<file path="src/rtl/lfsr_rand_gen_pkg.sv">
// Shared types and per-width constants for the LFSR random word generator.
package lfsr_pkg;

  typedef enum logic [1:0] {IDLE, FILL, HOLD} state_t;

  // A zero seed would lock the LFSR, so it is replaced by this value on load.
  localparam int ZERO_SEED_SUB = 1;

  function automatic logic [63:0] taps(input int width);
    case (width)
      16:      taps = 64'h0000_0000_0000_B400;
      32:      taps = 64'h0000_0000_8020_0003;
      64:      taps = 64'hD800_0000_0000_0000;
      default: taps = '0;
    endcase
  endfunction

  function automatic logic [63:0] default_seed(input int width);
    case (width)
      16:      default_seed = 64'h0000_0000_0000_ACE1;
      32:      default_seed = 64'h0000_0000_ACE1_ACE1;
      64:      default_seed = 64'hACE1_ACE1_ACE1_ACE1;
      default: default_seed = 64'h1;
    endcase
  endfunction

endpackage

</file>
<file path="src/rtl/lfsr_rand_gen_step_n.sv">
// Combinational advance of a shift-left Fibonacci LFSR by WIDTH single steps.
module lfsr_step_n #(
  parameter int              WIDTH = 16,
  parameter logic [WIDTH-1:0] TAPS = '1
) (
  input  logic [WIDTH-1:0] state_in,
  output logic [WIDTH-1:0] state_out
);

  logic [WIDTH-1:0] s;

  always_comb begin
    s = state_in;
    for (int i = 0; i < WIDTH; i++) begin
      s = {s[WIDTH-2:0], ^(s & TAPS)};
    end
    state_out = s;
  end

endmodule

</file>
<file path="src/rtl/lfsr_rand_gen.sv">
// Seedable LFSR word generator with valid/ready output and zero-seed guard.
// Optional LFSR_PRIME_CAND_EN forces the MSB and LSB of each delivered word to 1.
module lfsr_rand_gen
  import lfsr_pkg::*;
#(
  parameter int LFSR_WIDTH = 16,
  parameter int OUT_WIDTH  = 64
) (
  input  logic                  clk,
  input  logic                  rst,
  input  logic [LFSR_WIDTH-1:0] seed,
  input  logic                  seed_load,
  input  logic                  start,
  output logic [OUT_WIDTH-1:0]  rand_out,
  output logic                  valid,
  input  logic                  ready,
  output logic                  busy
);

  localparam int NCHUNK = OUT_WIDTH / LFSR_WIDTH;
  localparam int CNT_W  = (NCHUNK > 1) ? $clog2(NCHUNK) : 1;
  localparam logic [63:0] TAPS_ALL = taps(LFSR_WIDTH);
  localparam logic [63:0] SEED_ALL = default_seed(LFSR_WIDTH);
  localparam logic [LFSR_WIDTH-1:0] TAPS     = TAPS_ALL[LFSR_WIDTH-1:0];
  localparam logic [LFSR_WIDTH-1:0] DEF_SEED = SEED_ALL[LFSR_WIDTH-1:0];

  if (!(LFSR_WIDTH == 16 || LFSR_WIDTH == 32 || LFSR_WIDTH == 64)) begin : g_bad_width
    $error("lfsr_rand_gen: LFSR_WIDTH must be 16, 32 or 64");
  end
  if ((OUT_WIDTH % LFSR_WIDTH) != 0 || OUT_WIDTH < LFSR_WIDTH) begin : g_bad_out
    $error("lfsr_rand_gen: OUT_WIDTH must be a multiple of LFSR_WIDTH");
  end

  state_t                 state_q, state_d;
  logic [LFSR_WIDTH-1:0]  lfsr_q, lfsr_d, lfsr_next;
  logic [OUT_WIDTH-1:0]   acc_q, acc_d, acc_shift, word;
  logic [CNT_W-1:0]       cnt_q, cnt_d;
  logic [OUT_WIDTH-1:0]   rand_out_q, rand_out_d;
  logic                   valid_q, valid_d;
  logic                   busy_q, busy_d;

  lfsr_step_n #(.WIDTH(LFSR_WIDTH), .TAPS(TAPS)) u_step (
    .state_in  (lfsr_q),
    .state_out (lfsr_next)
  );

  // First chunk generated ends up in the MSBs after NCHUNK shifts.
  if (NCHUNK == 1) begin : g_one
    assign acc_shift = lfsr_next;
  end else begin : g_multi
    assign acc_shift = {acc_q[OUT_WIDTH-LFSR_WIDTH-1:0], lfsr_next};
  end

`ifdef LFSR_PRIME_CAND_EN
  assign word = {1'b1, acc_shift[OUT_WIDTH-2:1], 1'b1};
`else
  assign word = acc_shift;
`endif

  always_comb begin
    state_d    = state_q;
    lfsr_d     = lfsr_q;
    acc_d      = acc_q;
    cnt_d      = cnt_q;
    rand_out_d = rand_out_q;
    valid_d    = valid_q;
    busy_d     = busy_q;
    if (seed_load) begin
      lfsr_d     = (seed == '0) ? LFSR_WIDTH'(ZERO_SEED_SUB) : seed;
      state_d    = IDLE;
      cnt_d      = '0;
      acc_d      = '0;
      rand_out_d = '0;
      valid_d    = 1'b0;
      busy_d     = 1'b0;
    end else begin
      case (state_q)
        IDLE: begin
          if (start) begin
            state_d = FILL;
            cnt_d   = '0;
            busy_d  = 1'b1;
          end
        end
        FILL: begin
          lfsr_d = lfsr_next;
          acc_d  = acc_shift;
          if (cnt_q == CNT_W'(NCHUNK - 1)) begin
            state_d    = HOLD;
            rand_out_d = word;
            valid_d    = 1'b1;
            busy_d     = 1'b0;
          end else begin
            cnt_d = cnt_q + CNT_W'(1);
          end
        end
        HOLD: begin
          if (ready) begin
            valid_d = 1'b0;
            if (start) begin
              state_d = FILL;
              cnt_d   = '0;
              busy_d  = 1'b1;
            end else begin
              state_d = IDLE;
            end
          end
        end
        default: state_d = IDLE;
      endcase
    end
  end

  always_ff @(posedge clk or negedge rst) begin
    if (!rst) begin
      state_q    <= IDLE;
      lfsr_q     <= DEF_SEED;
      acc_q      <= '0;
      cnt_q      <= '0;
      rand_out_q <= '0;
      valid_q    <= 1'b0;
      busy_q     <= 1'b0;
    end else begin
      state_q    <= state_d;
      lfsr_q     <= lfsr_d;
      acc_q      <= acc_d;
      cnt_q      <= cnt_d;
      rand_out_q <= rand_out_d;
      valid_q    <= valid_d;
      busy_q     <= busy_d;
    end
  end

  assign rand_out = rand_out_q;
  assign valid    = valid_q;
  assign busy     = busy_q;

endmodule

</file>
<file path="config.mk">
export PLATFORM = sky130hd
export DESIGN_NAME = lfsr_rand_gen
export DESIGN_NICKNAME = d
export VERILOG_FILES = /design/src/rtl/lfsr_rand_gen_pkg.sv /design/src/rtl/lfsr_rand_gen_step_n.sv /design/src/rtl/lfsr_rand_gen.sv
export SDC_FILE = /design/constraint.sdc
export NUM_CORES = 1
export LEC_CHECK = 0
export CAP_MARGIN = 10
export CORE_ASPECT_RATIO = 0.75
export CORE_MARGIN = 10
export CORE_UTILIZATION = 55
export DETAILED_ROUTE_END_ITERATION = 10
export GPL_TIMING_DRIVEN = 0
export PLACE_DENSITY = 0.81
export SLEW_MARGIN = 20
export SYNTH_ARGS = -nofsm -noshare
export SYNTH_HDL_FRONTEND = slang
export SYNTH_HIERARCHICAL = 1
export SYNTH_SLANG_ARGS = --single-unit
</file>
<file path="constraint.sdc">
create_clock -name clk -period 2.51 [get_ports clk]
set_input_delay 0.502 -clock clk [delete_from_list [all_inputs] [get_ports clk]]
set_output_delay 0.502 -clock clk [all_outputs]
set_load 0.05 [all_outputs]
</file>
==> summary.txt <==
Drt
  – WL per Instance: about 18 microns
  – DR vias/cell: 5.50
  – Antenna Nets Post-Route: 0
  – Detailed Routing Iterations Pass 1: 5
  – Routed Wire Length: 15.4 mm
  – DRT iter0 DRCs: between 300 and 400
  – Number of vias in the routed layout: 4629
  – Drc violations: 0

Yosys
  – Post-synth top area share: between 50% and 60%
  – Post-Syn Instances: between 500 and 600
  – Synth top area cells: dfrtp_1 53%, mux2i_1 11%, nand2_1 9.1%, a21oi_1 5.6%, xnor2_1 4.0%
  – YS warnings: 6
  – Seq cells post-synth: 134
  – Syn_area_per_cell: around 10 sq um
  – Post-synth cell types: 31
  – Post-synthesis sequential area ratio: 56.5%
  – Post-Syn Area: ~6000 sq um
  – Synth area leader: dfrtp_1
  – Post-synth net total: about 610

Clock tree
  – TritonCTS Sinks: between 100 and 150
  – CTS tree: yes
  – Clock-pin slew on the worst setup and hold paths: roughly 0.060 ns
  – Worst skew pair latency: around 0.42 ns
  – Clock buffer count from CTS: 17
  – Clock Tree Root: clkbuf_16
  – H-tree depth: 4
  – Clock buffer depth: 2

Global route
  – Largest net degree at the start of global routing: ~100
  – Initial antenna violation count: 0
  – Routing usage on met3: about 6.7%
  – Met1 Usage GRT: roughly 27%
  – M2 GR Usage: a little under a third
  – Total gr overflow: 0
  – GRT Resource Usage Total: between 20% and 30%
  – Vias in the first global route: between 4000 and 5000
  – First-pass GRT wire length: 24.6 mm
  – GRT Max-Usage Layer: met2

Setup path
  – Max FO, Critical Path: 2
  – Critical path's top delay family: buffers and inverters
  – Worst Path Arrival: between 1.5 and 2 ns
  – CP Capture Type: output port
  – Critical path type: reg -> out
  – Crit path to: rand_out[3]
  – CP max stage delay: a little over 0.8 ns
  – Worst R2R End: lfsr_q[4]$_DFFE_PN0P_
  – Buf+Inv Stages, Crit Path: 1
  – Worst Reg-to-Reg Cells: 5
  – Critical R2R Launch: lfsr_q[12]$_DFFE_PN0P_
  – CP Launch Point: rand_out[3]$_DFFE_PN0P_
  – Critical path cell sequence: clkdlybuf4s50_1
  – CP required: roughly 2 ns
  – Flop2flop setup slack: approximately 0.44 ns
  – Slowest CP cell: clkdlybuf4s50_1
  – CP Launch Type: flip-flop
  – Critical path depth: 1

Floorplan
  – Die Width: 140 microns
  – I/O Pins: 87
  – Die Y-Extent: between 100 and 150 microns
  – Die area: approximately 15000 sq um
  – Core footprint: roughly 10000 sq um
  – Site Rows: 32
  – Starting Density: between 50% and 60%

Power and ir drop
  – Power Dens Cells: roughly 1100 nW/um^2
  – Maximum VDD drop: approximately 740 uV
  – Total power: around 8.2 mW
  – Leakage Power: between 3 and 4 nW

Place
  – # placed instances: ~810
  – Routability Congestion: approximately 0.89
  – Dpl ws: between 0.5 and 0.6 ns
  – Port bufs: 85
  – HPWL after detailed placement: roughly 11 mm

STA
  – Slew @ Worst Pin: between 0.6 and 0.7 ns
  – Final setup violating endpoints: 0
  – Min Tclk post-route: roughly 2.1 ns
  – Worst Skew: between 0.007 and 0.008 ns
  – Final Max Tran Viols: 0
  – Final-report hold violation count: 0
  – Setup WS post-layout: 0.362 ns
  – Max-slew headroom: roughly three fifths
  – RSZ-0062 raised after global routing: false
  – FMAX: between 400 and 500 MHz
  – Fin crit share: about 86%

Finish
  – Layout cells sized above 1: ~8.6%
  – Nets: 719
  – Area Growth Syn to Fin: 27.7%
  – Post-Layout Cell Count: between 800 and 900
  – Antenna fix cells: 0

Worst hold path
  – Hold Crit Class: reg -> reg

Job
  – Maxcap violations: 0

Run status
  – Outcome: complete, no violations
[flip-flops by register name (all words and copies together), names as in the netlist]
| signal | flops |
|---|---|
| acc_q | 48 |
| rand_out | 64 |
| cnt_q | 2 |
| valid | 1 |
| busy | 1 |
| state_q | 2 |
| lfsr_q | 16 |
[worst min-delay path by stage]
stage,depth (start not counted),start,end
4_1_cts,2,rand_out[47]$_DFFE_PN0P_,rand_out[47]$_DFFE_PN0P_
6_report,2,acc_q[44]$_DFFE_PN0P_,rand_out[60]$_DFFE_PN0P_
2_1_floorplan,0,rst,acc_q[0]$_DFFE_PN0P_
3_3_place_gp,2,acc_q[46]$_DFFE_PN0P_,acc_q[46]$_DFFE_PN0P_
3_5_place_dp,1,rst,rand_out[52]$_DFFE_PN0P_
5_1_grt,2,rand_out[56]$_DFFE_PN0P_,rand_out[56]$_DFFE_PN0P_
[cells in the final DEF (no fill, tap or decap), types with 2 or more instances in the layout]
cell               n
nand2_1          144
inv_1              5
clkbuf_8           2
dfrtp_1          126
xnor2_1           27
nor2_1            57
mux2i_1           65
bufinv_16          2
clkbuf_16         17
clkinvlp_4         4
buf_2              8
a21oi_1           67
clkbuf_1          24
buf_4              5
a211oi_1           2
nor4_1             4
clkdlybuf4s50_1   84
o21ai_0           16
clkinv_2           4
dfstp_2            8
a31oi_1            2
xor2_1             9
ha_1               5
[per-layer routing]
metal	share of wire [%]	up-vias
li1	-	2151
met1	44	2274
met2	45	187
met3	9.2	17
met4	1.1	0
met5	0	-
[kinds of logic after synthesis]
logic type / Yosys count / synth area share [%]
AO/OA/AOI/OAI: 90 / 8.30
XOR/XNOR: 38 / 6.11
adder cells (fa/ha/maj): 5 / 1.05
buffers and inverters: 44 / 3.38
flip-flops: 134 / 56.5
multiplexers: 65 / 10.9
AND/OR/NAND/NOR: 211 / 13.7
[cell type report]
| type | count | area [sq um] |
|---|---|---|
| buffer | 38 | 179 |
| clock buffer | 20 | 457 |
| clock inverter | 12 | 128 |
| fill | 717 | 2810 |
| inverter | 6 | 22.5 |
| multi-input combinational | 409 | 2390 |
| sequential | 134 | 3360 |
| tap | 136 | 170 |
| timing repair buffer | 87 | 893 |
[synth_stat cells, drive strengths merged]
cell type and number:
a2111oi 1, a211oi 2, a21oi 67, a221oi 1, a2bb2oi 1, a31oi 2
and2 2, buf 15, clkbuf 23, dfrtp 126, dfstp 8, ha 5
inv 6, mux2i 65, nand2 144, nand2b 1, nand3 1, nand4 1
nor2 57, nor2b 1, nor4 4, o21ai 16, xnor2 27, xnor3 1
xor2 9, xor3 1
[report_power, final]
part	total [mW]	internal (mW)	leakage, nW	switching, mW
registers	2.83	2.47	1.82	0.362
logic	2.94	1.24	1.12	1.70
clock network	2.44	1.51	0.278	0.936
[metrics by stage]
step / hold slack (ns) / cell area, sq um / util (%) / setup TNS [ns]
2_1_floorplan: 0.206 / 5950 / - / 0
3_3_place_gp: 0.508 / 6980 / 67.0 / -526.44
3_5_place_dp: 0.381 / 7010 / 67.3 / 0
4_1_cts: 0.525 / 7600 / 73.0 / 0
5_1_grt: 0.538 / 7600 / 73.0 / 0
6_report: 0.521 / 7600 / 73.0 / 0
[timing repair]
item                                    in CTS  in global routing
gates resized for setup                      0                  0
hold buffers                                 1                  0
endpoints found under the setup margin       0                  0
hold endpoints to repair                    34                  0
buffers inserted                             0                  0
No activity file was read; power rests on OpenSTA's default activity.
